===== src/rtl/io_config_pkg.sv =====
// Shared sizing and state encoding for the IO-line configuration loader.
package io_config_pkg;

  localparam int CONFIG_WIDTH      = 72;
  localparam int TILE_CONFIG_WIDTH = 24;
  localparam int NUM_TILES         = CONFIG_WIDTH / TILE_CONFIG_WIDTH;
  localparam int WORD_WIDTH        = 8;
  localparam int NUM_WORDS         = CONFIG_WIDTH / WORD_WIDTH;
  localparam int COUNT_W           = $clog2(NUM_WORDS);

  typedef enum logic [1:0] {
    IDLE  = 2'd0,
    LOAD  = 2'd1,
    CHECK = 2'd2
  } loader_state_e;

endpackage


===== src/rtl/config_shadow_reg.sv =====
// Shadow register for an in-flight bitstream: word index, assembled image and running XOR.
module config_shadow_reg
  import io_config_pkg::*;
(
  input  logic                    clock,
  input  logic                    nreset,
  input  logic                    clear_i,
  input  logic                    wr_i,
  input  logic [WORD_WIDTH-1:0]   data_i,
  output logic [CONFIG_WIDTH-1:0] shadow_o,
  output logic                    last_word_o,
  output logic [WORD_WIDTH-1:0]   checksum_o
);

  logic [CONFIG_WIDTH-1:0] shadow_q, shadow_d;
  logic [COUNT_W-1:0]      count_q, count_d;
  logic [WORD_WIDTH-1:0]   csum_q, csum_d;

  always_comb begin
    shadow_d = shadow_q;
    count_d  = count_q;
    csum_d   = csum_q;
    if (clear_i) begin
      shadow_d = '0;
      count_d  = '0;
      csum_d   = '0;
    end else if (wr_i) begin
      // Word k lands at [k*W +: W] so tile 0 is filled first.
      for (int k = 0; k < NUM_WORDS; k++) begin
        if (count_q == COUNT_W'(k)) shadow_d[k*WORD_WIDTH +: WORD_WIDTH] = data_i;
      end
      count_d = count_q + COUNT_W'(1);
      csum_d  = csum_q ^ data_i;
    end
  end

  always_ff @(posedge clock or negedge nreset) begin
    if (!nreset) begin
      shadow_q <= '0;
      count_q  <= '0;
      csum_q   <= '0;
    end else begin
      shadow_q <= shadow_d;
      count_q  <= count_d;
      csum_q   <= csum_d;
    end
  end

  assign shadow_o    = shadow_q;
  assign last_word_o = (count_q == COUNT_W'(NUM_WORDS - 1));
  assign checksum_o  = csum_q;

endmodule


===== src/rtl/io_line_config_loader.sv =====
// Loads a checksummed bitstream into a shadow and commits it atomically to config_out.
//   state | meaning
//   IDLE  | waiting for start; config_out holds last good image
//   LOAD  | accepting data words into the shadow
//   CHECK | accepting the single trailing checksum word
module io_line_config_loader
  import io_config_pkg::*;
(
  input  logic                    clock,
  input  logic                    nreset,
  input  logic                    start,
  input  logic                    abort,
  input  logic [WORD_WIDTH-1:0]   s_data,
  input  logic                    s_valid,
  output logic                    s_ready,
  output logic [CONFIG_WIDTH-1:0] config_out,
  output logic                    config_valid,
  output logic                    busy,
  output logic                    done,
  output logic                    error
);

  loader_state_e state_q, state_d;
  logic [CONFIG_WIDTH-1:0] cfg_q, cfg_d;
  logic valid_q, valid_d;
  logic done_q, done_d;
  logic error_q, error_d;
  logic clear, wr, last_word, xfer;
  logic [CONFIG_WIDTH-1:0] shadow;
  logic [WORD_WIDTH-1:0]   checksum;

  config_shadow_reg u_shadow (
    .clock       (clock),
    .nreset      (nreset),
    .clear_i     (clear),
    .wr_i        (wr),
    .data_i      (s_data),
    .shadow_o    (shadow),
    .last_word_o (last_word),
    .checksum_o  (checksum)
  );

  assign s_ready = ((state_q == LOAD) || (state_q == CHECK)) && !abort;
  assign xfer    = s_valid && s_ready;

  always_comb begin
    state_d = state_q;
    cfg_d   = cfg_q;
    valid_d = valid_q;
    done_d  = 1'b0;
    error_d = error_q;
    clear   = 1'b0;
    wr      = 1'b0;
    unique case (state_q)
      IDLE: begin
        if (start && !abort) begin
          state_d = LOAD;
          clear   = 1'b1;
          error_d = 1'b0;
        end
      end
      LOAD: begin
        if (abort) begin
          state_d = IDLE;
          error_d = 1'b1;
        end else if (xfer) begin
          wr = 1'b1;
          if (last_word) state_d = CHECK;
        end
      end
      CHECK: begin
        if (abort) begin
          state_d = IDLE;
          error_d = 1'b1;
        end else if (xfer) begin
          state_d = IDLE;
          if (s_data == checksum) begin
            cfg_d   = shadow;
            valid_d = 1'b1;
            done_d  = 1'b1;
          end else begin
            error_d = 1'b1;
          end
        end
      end
      default: state_d = IDLE;
    endcase
  end

  always_ff @(posedge clock or negedge nreset) begin
    if (!nreset) begin
      state_q <= IDLE;
      cfg_q   <= '0;
      valid_q <= 1'b0;
      done_q  <= 1'b0;
      error_q <= 1'b0;
    end else begin
      state_q <= state_d;
      cfg_q   <= cfg_d;
      valid_q <= valid_d;
      done_q  <= done_d;
      error_q <= error_d;
    end
  end

  assign config_out   = cfg_q;
  assign config_valid = valid_q;
  assign busy         = (state_q != IDLE);
  assign done         = done_q;
  assign error        = error_q;

endmodule


===== config.mk =====
export PLATFORM = sky130hd
export DESIGN_NAME = io_line_config_loader
export DESIGN_NICKNAME = d
export VERILOG_FILES = /design/src/rtl/io_config_pkg.sv /design/src/rtl/config_shadow_reg.sv /design/src/rtl/io_line_config_loader.sv
export SDC_FILE = /design/constraint.sdc
export NUM_CORES = 1
export LEC_CHECK = 0
export CORE_ASPECT_RATIO = 0.9
export CORE_UTILIZATION = 60
export DETAILED_ROUTE_END_ITERATION = 6
export PLACE_DENSITY = 0.91
export RECOVER_POWER = 100
export SLEW_MARGIN = 30
export SYNTH_ARGS = -nofsm -noshare
export SYNTH_HDL_FRONTEND = slang
export SYNTH_HIERARCHICAL = 1
export SYNTH_SLANG_ARGS = --single-unit

===== constraint.sdc =====
create_clock -name clock -period 3 [get_ports clock]
set_clock_uncertainty 0.05 [all_clocks]
set_input_delay 0.45 -clock clock [delete_from_list [all_inputs] [get_ports clock]]
set_output_delay 0.45 -clock clock [all_outputs]
set_load 0.02 [all_outputs]

# Word level (Yosys, flattened, before mapping)
# Index checks and enable logic that the tools add are counted.
[totals]
out_inout_bits = 77
word_cells = 104
regBits = 161
input_bits = 13
[op_classes]
bitwise_logic = 2
eq_ne = 17
n_addsub = 1
n_reduce_logical = 31
muxes = 37
[op_table]
columns = ["cell", "n"]
rows = [
  ["72-bit 2-to-1 mux", 2],
  ["8-bit 2-to-1 mux", 11],
  ["2-bit nonzero test", 11],
  ["2-bit AND reduction", 9],
  ["4-bit by 3-bit == test with 1-bit output (second input constant)", 4],
  ["1-bit 2-to-1 mux", 14],
  ["2-bit 2-to-1 mux", 6],
  ["3-bit != test (second input constant)", 4],
  ["4-bit by 2-bit == test with 1-bit output (second input constant)", 2],
  ["8-bit == test", 1],
  ["4-bit 2-to-1 mux", 2],
  ["4-bit AND reduction", 2],
  ["8-bit bitwise XOR", 1],
  ["2-bit one-hot mux with 3 select lines", 1],
  ["5-bit AND reduction", 1],
  ["4-bit by 1-bit adder with 4-bit output (second input constant)", 1],
  ["4-bit by 1-bit == test with 1-bit output (second input constant)", 1],
  ["4-bit == test (second input constant)", 1],
  ["4-bit zero test", 1],
  ["2-bit != test (second input constant)", 2],
  ["1-bit logical AND", 3],
  ["1-bit one-hot mux with 3 select lines", 1],
  ["3-bit nonzero test", 1],
  ["2-bit by 1-bit == test with 1-bit output (second input constant)", 1],
  ["other kinds (5)", 5],
]

# Logic depth before layout (Yosys ltp)
# Gate-level depths: netlist of run 1.
[depth]
depth_word = 9
depth_mapped = 8
mapped_depth_nobuf = 7

# Modules after synthesis
# The synthesis of run 1 kept the hierarchy.
[by_module_without_submodules]
columns = ["mod", "cells_each", "area_each_um2", "n_inst", "seq_area_each_um2"]
rows = [
  ["config_shadow_reg", 321, 3961.3, 1, 2102.0],
  ["io_line_config_loader", 194, 3382.0, 1, 1926.8],
]

# Least setup slack after synthesis of run 1
# No wires, ideal clock.
[synth_timing]
path_kind = "reg-to-reg"
startpoint = "reg state_q[1]"
endpoint = "reg cfg_q[0], in the netlist config_out[0]"
path_slack_ns = 0.893
n_path_buf = 2
t_arrival_ns = 1.932
stages_incl_launch_ff = 9
required_time_ns = 2.825
setup_time_ns = 0.125
period_less_slack_ns = 2.107
path_cell_list = "dfrtp_1 > inv_1 > ha_1 > nor2b_2 > and2_1 > and3_4 > buf_12 > buf_12 > mux2_4"
[synth_via]
elab_chain_len = 5
word_cells_on_any_way = 6
classes_between = "eq/ne: 2; reduce/logical: 4"
[synth_rtl]
columns = ["element", "line_no", "rtl"]
rows = [
  ["from (decl)", "io_line_config_loader.sv:23", "loader_state_e state_q, state_d;"],
  ["from (signal assigned)", "io_line_config_loader.sv:98", "state_q <= state_d;"],
  ["2-bit by 1-bit == test with 1-bit output or 2-bit == test (tied branches)", "io_line_config_loader.sv:43", "assign s_ready = ((state_q == LOAD) || (state_q == CHECK)) && !abort;"],
  ["1-bit logical OR (*)", "io_line_config_loader.sv:43", ""],
  ["1-bit logical AND (*)", "io_line_config_loader.sv:43", ""],
  ["via s_ready", "io_line_config_loader.sv:15", "output logic s_ready,"],
  ["1-bit logical AND (*)", "io_line_config_loader.sv:44", "assign xfer = s_valid && s_ready;"],
  ["4-bit AND reduction (no line) (*)", "n/a", ""],
  ["to (signal assigned)", "io_line_config_loader.sv:99", "cfg_q <= cfg_d;"],
  ["to (decl)", "io_line_config_loader.sv:24", "logic [CONFIG_WIDTH-1:0] cfg_q, cfg_d;"],
]
# Mark *: on every way through the listed nets, which the timed path passes. The rest lies on a longest branch.
# A chain may end at the register's enable or synchronous reset.

# Final worst setup path of run 1
[layout_timing]
startpoint = "reg state_q[1]"
endpoint = "out s_ready"
[layout_via]
elab_chain_len = 3
word_cells_on_any_way = 4
classes_between = "eq/ne: 2; reduce/logical: 2"
[layout_rtl]
columns = ["element", "line_no"]
rows = [
  ["2-bit by 1-bit == test with 1-bit output or 2-bit == test (tied branches)", "io_line_config_loader.sv:43"],
  ["1-bit logical OR (*)", "io_line_config_loader.sv:43"],
  ["1-bit logical AND (*)", "io_line_config_loader.sv:43"],
  ["to (decl)", "io_line_config_loader.sv:15"],
]
# Every way passes the cells marked *; elsewhere a longest branch is shown, timed or not.

==> results of run 1 <==
-- where the power goes --
part           internal (µW)  switching (µW)
registers               2350             144
clock network           1340             830
logic                    373             422
total                   4070            1400
-- cell families (layout without fill, tap and decap cells) --
family	Yosys count	after routing	share of synthesized area
compound gates	23	23	0.0232
xor+xnor	9	9	0.0107
fa+ha+maj	8	8	0.0136
buf+inv	45	140	0.0491
flops	161	161	0.549
mux	148	148	0.244
simple gates	121	121	0.111
-- through the flow --
step | setup slack, ns | hold slack, ns | std cells | power, µW
finish | 0.329 | 0.419 | 766 | 5460
global route | 0.204 | 0.431 | 766 | 5680
CTS | 0.446 | 0.00378 | 766 | 5530
detailed placement | 0.391 | 0.405 | 735 | 3340
global placement | 0.478 | 0.414 | 735 | 3280
floorplan | 0.893 | 0.104 | 515 | 3070
-- state kept, by name, indices dropped and copies added (netlist names) --
| name | count |
|---|---|
| config_out | 72 |
| config_valid | 1 |
| done | 1 |
| error | 1 |
| state_q | 2 |
| u_shadow/checksum_o | 8 |
| u_shadow/count_q | 4 |
| u_shadow/shadow_o | 72 |
-- worst min-delay path by stage --
stage                       from             end  depth (start not counted)
floorplan                 nreset   config_out[0]                          0
global placement    config_valid    config_valid                          1
detailed placement  config_valid    config_valid                          1
CTS                       nreset  config_out[70]                          1
global route        config_valid    config_valid                          1
finish                    nreset  config_out[70]                          1
-- routing by layer --
layer / global-route usage / wire length, µm / vias to the layer above
met1: 0.345 / 6590 / 2174
li1: - / - / 1930
met4: 0.0750 / 166 / 0
met2: 0.408 / 7490 / 113
met3: 0.0484 / 699 / 15
met5: 0 / 0 / -
-- layout by cell type, fill, tap and decap left out, types with 2 or more instances in the layout --
cell type        count
a21oi_1             11
nand4_1              3
mux2_1              55
nand3b_1             9
xnor2_1              9
clkbuf_2             3
clkdlybuf4s50_1     11
clkinv_2             5
buf_4                3
clkbuf_4             2
ha_1                 8
bufinv_16            3
nand4bb_1            4
mux2_2              16
clkbuf_1             8
and4b_1              2
nand2_1              2
clkinvlp_4           3
inv_1                5
a21bo_2              9
mux2_4               3
and3_1               3
mux2i_1             74
dlygate4sd3_1       77
clkbuf_8             2
dfrtp_1            161
clkbuf_16           17
nor2_1               4
nand4b_1             5
nor2b_1              3
nand2b_1            82
-- worst register-to-register path, stage by stage, from the launching register on --
cell      delay [ns]
dfrtp_1         0.40
inv_1           0.08
ha_1            0.31
nor2b_1         0.26
and3_1          0.60
nand4b_1        0.21
clkbuf_1        0.32
mux2i_1         0.21
-- layout make-up --
class	instances	area, µm²	share of cell area
flip-flops and latches	161	4030	0.471
repair buffers	104	980	0.115
well taps	156	195	0.0228
inverters	5	18.8	0.00220
clock buffers	20	457	0.0534
multi-input cells	309	2730	0.319
clock inverters	11	138	0.0161
==> metrics.md, run 1 <==
| Metric | Value |
|---|---|
| Status | `finished with violations` |
| Violated checks | `max-capacitance violations, max-slew violations` |
| Final setup vio count | `0` |
| Commonest cells post-synth | `dfrtp_1 (161), nand2b_1 (82), mux2i_1 (74)` |
| RePlAce Congestion | `0.789` |
| Synthesized area | `7340 µm²` |
| Post-layout min period | `2.67 ns` |
| Total number of vias | `4232` |
| # clock sinks | `161` |
| DPL Wire Length | `9370 µm` |
| Diodes inserted | `0` |
| Die area | `12700 µm²` |
| Final WL | `14900 µm` |
| Async SR Flop Fraction | `1.00` |
| CP Capture Type | `primary output` |
| Maximum vdd drop | `0.397 mV` |
| Clk slew on worst S/H paths | `0.06 ns` |
| Pwr/cell area | `639 nW/µm²` |
| CTS Hold Bufs | `0` |
| Yosys warnings | `6` |
| Starting DRC count in detailed routing | `252` |
| Vias per inst | `5.52` |
| Cts bufs inserted | `17` |
| Cell depth of the worst setup path | `4` |
| Post-synth EDFFs | `0` |
| Post-CTS Setup Repair Bufs | `0` |
| Share of cells above drive strength 1 | `0.113` |
| Fill cells | `807` |
| Drt drc | `0` |
| Cells after Synth | `515` |
| Critical Path AT | `2.17 ns` |
| Post-Syn Nets | `536` |
| CP startpoint | `state_q[1]` |
| CTS tree | `built` |
| Antenna violations before repair | `0` |
| Syn avg cell area | `14.3 µm²` |
| Reg-to-Reg Start | `state_q[1]` |
| CP top delay family | `buffers and inverters` |
| Yosys reg bits | `161` |
| Max Fclk | `0.374 GHz` |
| R2r endpoint | `u_shadow/shadow_o[68]` |
| Top-count cell post-synth | `dfrtp_1` |
| Synth cell types | `34` |
| Number of I/O port buffers | `89` |
| Seq/Total Area, Yosys | `0.549` |
| I/O pin total | `90` |
| WP buf/inv | `2` |
| Max_cap viols | `1` |
| Die H | `107 µm` |
| Relative slew slack | `-0.107` |
| Grt ovf | `0` |
| Final nets | `619` |
| Worst slew pin tran | `1.66 ns` |
| Placed cell area | `8250 µm²` |
| CP startpoint kind | `register` |
| CP cell instances | `inv_1 > ha_1 > nor2b_1 > dlygate4sd3_1` |
| Die width | `119 µm` |
| Cell taking the most area after synthesis | `dfrtp_1` |
| Period utilization | `0.890` |
| Post-synth top area share | `0.549` |
| Reg2reg setup slack | `0.40 ns` |
| Final Util | `0.733` |
| Post-route cell area | `8550 µm²` |
| Layout area overhead | `16.4%` |
| Crit Path Max Fanout | `4` |
| Clk root buf | `clkbuf_16` |
| Pin count of the biggest net entering global routing | `71` |
| Main synth FF type | `dfrtp_1` |
| Antenna-violating nets left | `0` |
| End of the critical path | `s_ready` |
| Starting Density | `0.629` |
| WS Path Type | `register to primary output` |
| GRT Total Usage | `0.251` |
| Number of global-route vias before repair | `4436` |
| H-tree Lvls | `4` |
| Top post-synthesis cells by area | `dfrtp_1 (55%), mux2_4 (12%), mux2i_1 (10%)` |
| Cell Rows | `37` |
| Sum of negative setup slack | `0 ns` |
| Reg2Reg Depth | `7` |
| CTS resizes | `0` |
| P_leak | `0.00465 µW` |
| Clock latency on the worst-skew pair | `0.41 ns` |
| Clock Path Buffers | `2` |
| CP max stage cell | `dlygate4sd3_1` |
| Hold Fails Final Rpt | `0` |
| Global-route wire length before repair | `24200 µm` |
| Hold WC Path Type | `input port to async pin` |
| DR pass1 iterations | `5` |
| Total core area | `11700 µm²` |
| CP Data Required Time | `2.50 ns` |
| Routed wire per std cell | `19.5 µm` |
| Unrepaired setup endpoints after global routing | `false` |
| Final Max Slew Viols | `71` |
| CP peak stage delay | `0.71 ns` |
No activity file was read; power rests on OpenSTA's default activity.
==> inputs of run 2 (changes only) <==
- SKIP_LAST_GASP: unset -> 1
==> results of run 2 <==
Final layout, timing and power as in run 1 (identical DEF).
==> inputs of run 3 (changes only) <==
==> constraint.sdc (replaced) <==
create_clock -name clock -period 3 [get_ports clock]
set_clock_uncertainty 0.05 [all_clocks]
set_input_delay 0.6 -clock clock [delete_from_list [all_inputs] [get_ports clock]]
set_output_delay 0.6 -clock clock [all_outputs]
set_load 0.02 [all_outputs]
==> metrics.md, run 3 (same netlist as run 1, synthesis figures left out) <==
| Metric | Value |
|---|---|
| Status | `finished with violations` |
| Violated checks | `max-capacitance violations, max-slew violations` |
| H-tree Lvls | `4` |
| Global-route wire length before repair | `24500 µm` |
| Clock Path Buffers | `2` |
| Most common cell after layout, fill and taps aside | `dfrtp_1` |
| DR pass1 iterations | `4` |
| Pwr/cell area | `642 nW/µm²` |
| Die area | `12700 µm²` |
| P_leak | `0.00469 µW` |
| CP Capture Type | `primary output` |
| Crit Path Max Fanout | `4` |
| Final nets | `626` |
| Max Fclk | `0.360 GHz` |
| Starting DRC count in detailed routing | `301` |
| WS Path Type | `register to primary output` |
| Starting Density | `0.629` |
| Diodes inserted | `0` |
| Critical Path AT | `2.13 ns` |
| CP startpoint kind | `register` |
| I/O pin total | `90` |
| Period utilization | `0.927` |
| GRT Total Usage | `0.256` |
| Max_cap viols | `1` |
| Unrepaired setup endpoints after global routing | `false` |
| Finished Layout Cells | `774` |
| Pin count of the biggest net entering global routing | `87` |
| Grt ovf | `0` |
| Total number of vias | `4332` |
| Sum of negative setup slack | `0 ns` |
| CTS resizes | `0` |
| Clk root buf | `clkbuf_16` |
| Worst slew pin tran | `2.15 ns` |
| Number of global-route vias before repair | `4517` |
| Hold Fails Final Rpt | `0` |
| Routed wire per std cell | `19.7 µm` |
| Clk slew on worst S/H paths | `0.06 ns` |
| Layout area overhead | `17.4%` |
| Final Max Slew Viols | `85` |
| Antenna violations before repair | `0` |
| CTS Hold Bufs | `0` |
| Final Util | `0.739` |
| Placed cell count | `742` |
| Final WL | `15300 µm` |
| Maximum vdd drop | `0.477 mV` |
| DPL Wire Length | `9830 µm` |
| Hold WC Path Type | `register to register` |
| Cts bufs inserted | `17` |
| Clock latency on the worst-skew pair | `0.41 ns` |
| RePlAce Congestion | `0.786` |
| Antenna-violating nets left | `0` |
| Fill cells | `782` |
| Total core area | `11700 µm²` |
| Post-layout min period | `2.78 ns` |
| Share of cells above drive strength 1 | `0.115` |
| Overall power | `5530 µW` |
| Final setup vio count | `0` |
| CP Data Required Time | `2.35 ns` |
| CTS tree | `built` |
| Relative slew slack | `-0.431` |
| # clock sinks | `161` |
| Die H | `107 µm` |
| Vias per inst | `5.60` |
| Cell Rows | `37` |
| Post-CTS Setup Repair Bufs | `0` |
| Die width | `119 µm` |
| Commonest non-fill, non-tap cells in the layout | `dfrtp_1 (161), nand2b_1 (82), dlygate4sd3_1 (76)` |
| Number of I/O port buffers | `89` |
| Fin Hold WS | `0.422 ns` |
| Drt drc | `0` |
run 3: changes by cell type in the layout (fill, tap and decap cells not counted), moves of 2 or more:
cell / previous run / this run
clkinv_2: 5 / 1
buf_4: 3 / 7
buf_12: 1 / 3
clkinv_4: 0 / 2
mux2_1: 55 / 57
clkbuf_1: 8 / 12
inv_6: 0 / 3
run 3: layer usage:
layer | global-route usage | routed length, µm
met5 | 0 | 0
met4 | 0.0859 | 169
met3 | 0.0495 | 633
met2 | 0.426 | 7660
met1 | 0.341 | 6820
run 3: final cells by class:
type / count / area [µm²] / share of cell area
clock buffers: 21 / 450 / 0.0522
multi-input cells: 309 / 2730 / 0.316
well taps: 156 / 195 / 0.0226
flip-flops and latches: 161 / 4030 / 0.467
inverters: 5 / 18.8 / 0.00218
repair buffers: 111 / 1050 / 0.122
clock inverters: 11 / 154 / 0.0178
run 3: worst paths after layout:
kind                       depth (start not counted)                     to         start  slack [ns]
setup / recovery                                   4                s_ready    state_q[1]        0.22
hold / removal                                     1           config_valid  config_valid        0.42
setup reg to reg                                   7  u_shadow/shadow_o[37]    state_q[1]        0.30
hold reg to reg                                    1           config_valid  config_valid        0.42
max in group asynchronous                          1         config_out[49]        nreset        0.89
min in group asynchronous                          1  u_shadow/shadow_o[64]        nreset        0.75
run 3: through the flow:
step	setup slack, ns	instance area (µm²)
finish	0.218	8620
global route	0.114	8620
CTS	0.281	8930
detailed placement	0.272	8320
global placement	0.347	8320
floorplan	0.893	7340
run 3: worst max-delay path, cell delays in order, from the launching register on:
cell and delay, ns:
dfrtp_1 0.41, inv_1 0.09, ha_1 0.32, nor2b_1 0.26, clkdlybuf4s50_1 0.65
run 3: where the power goes:
| part | total, µW | switching (µW) | internal [µW] | leakage [µW] |
|---|---|---|---|---|
| logic | 826 | 433 | 393 | 0.00216 |
| clock network | 2210 | 867 | 1340 | 0.000289 |
| registers | 2500 | 146 | 2350 | 0.00223 |
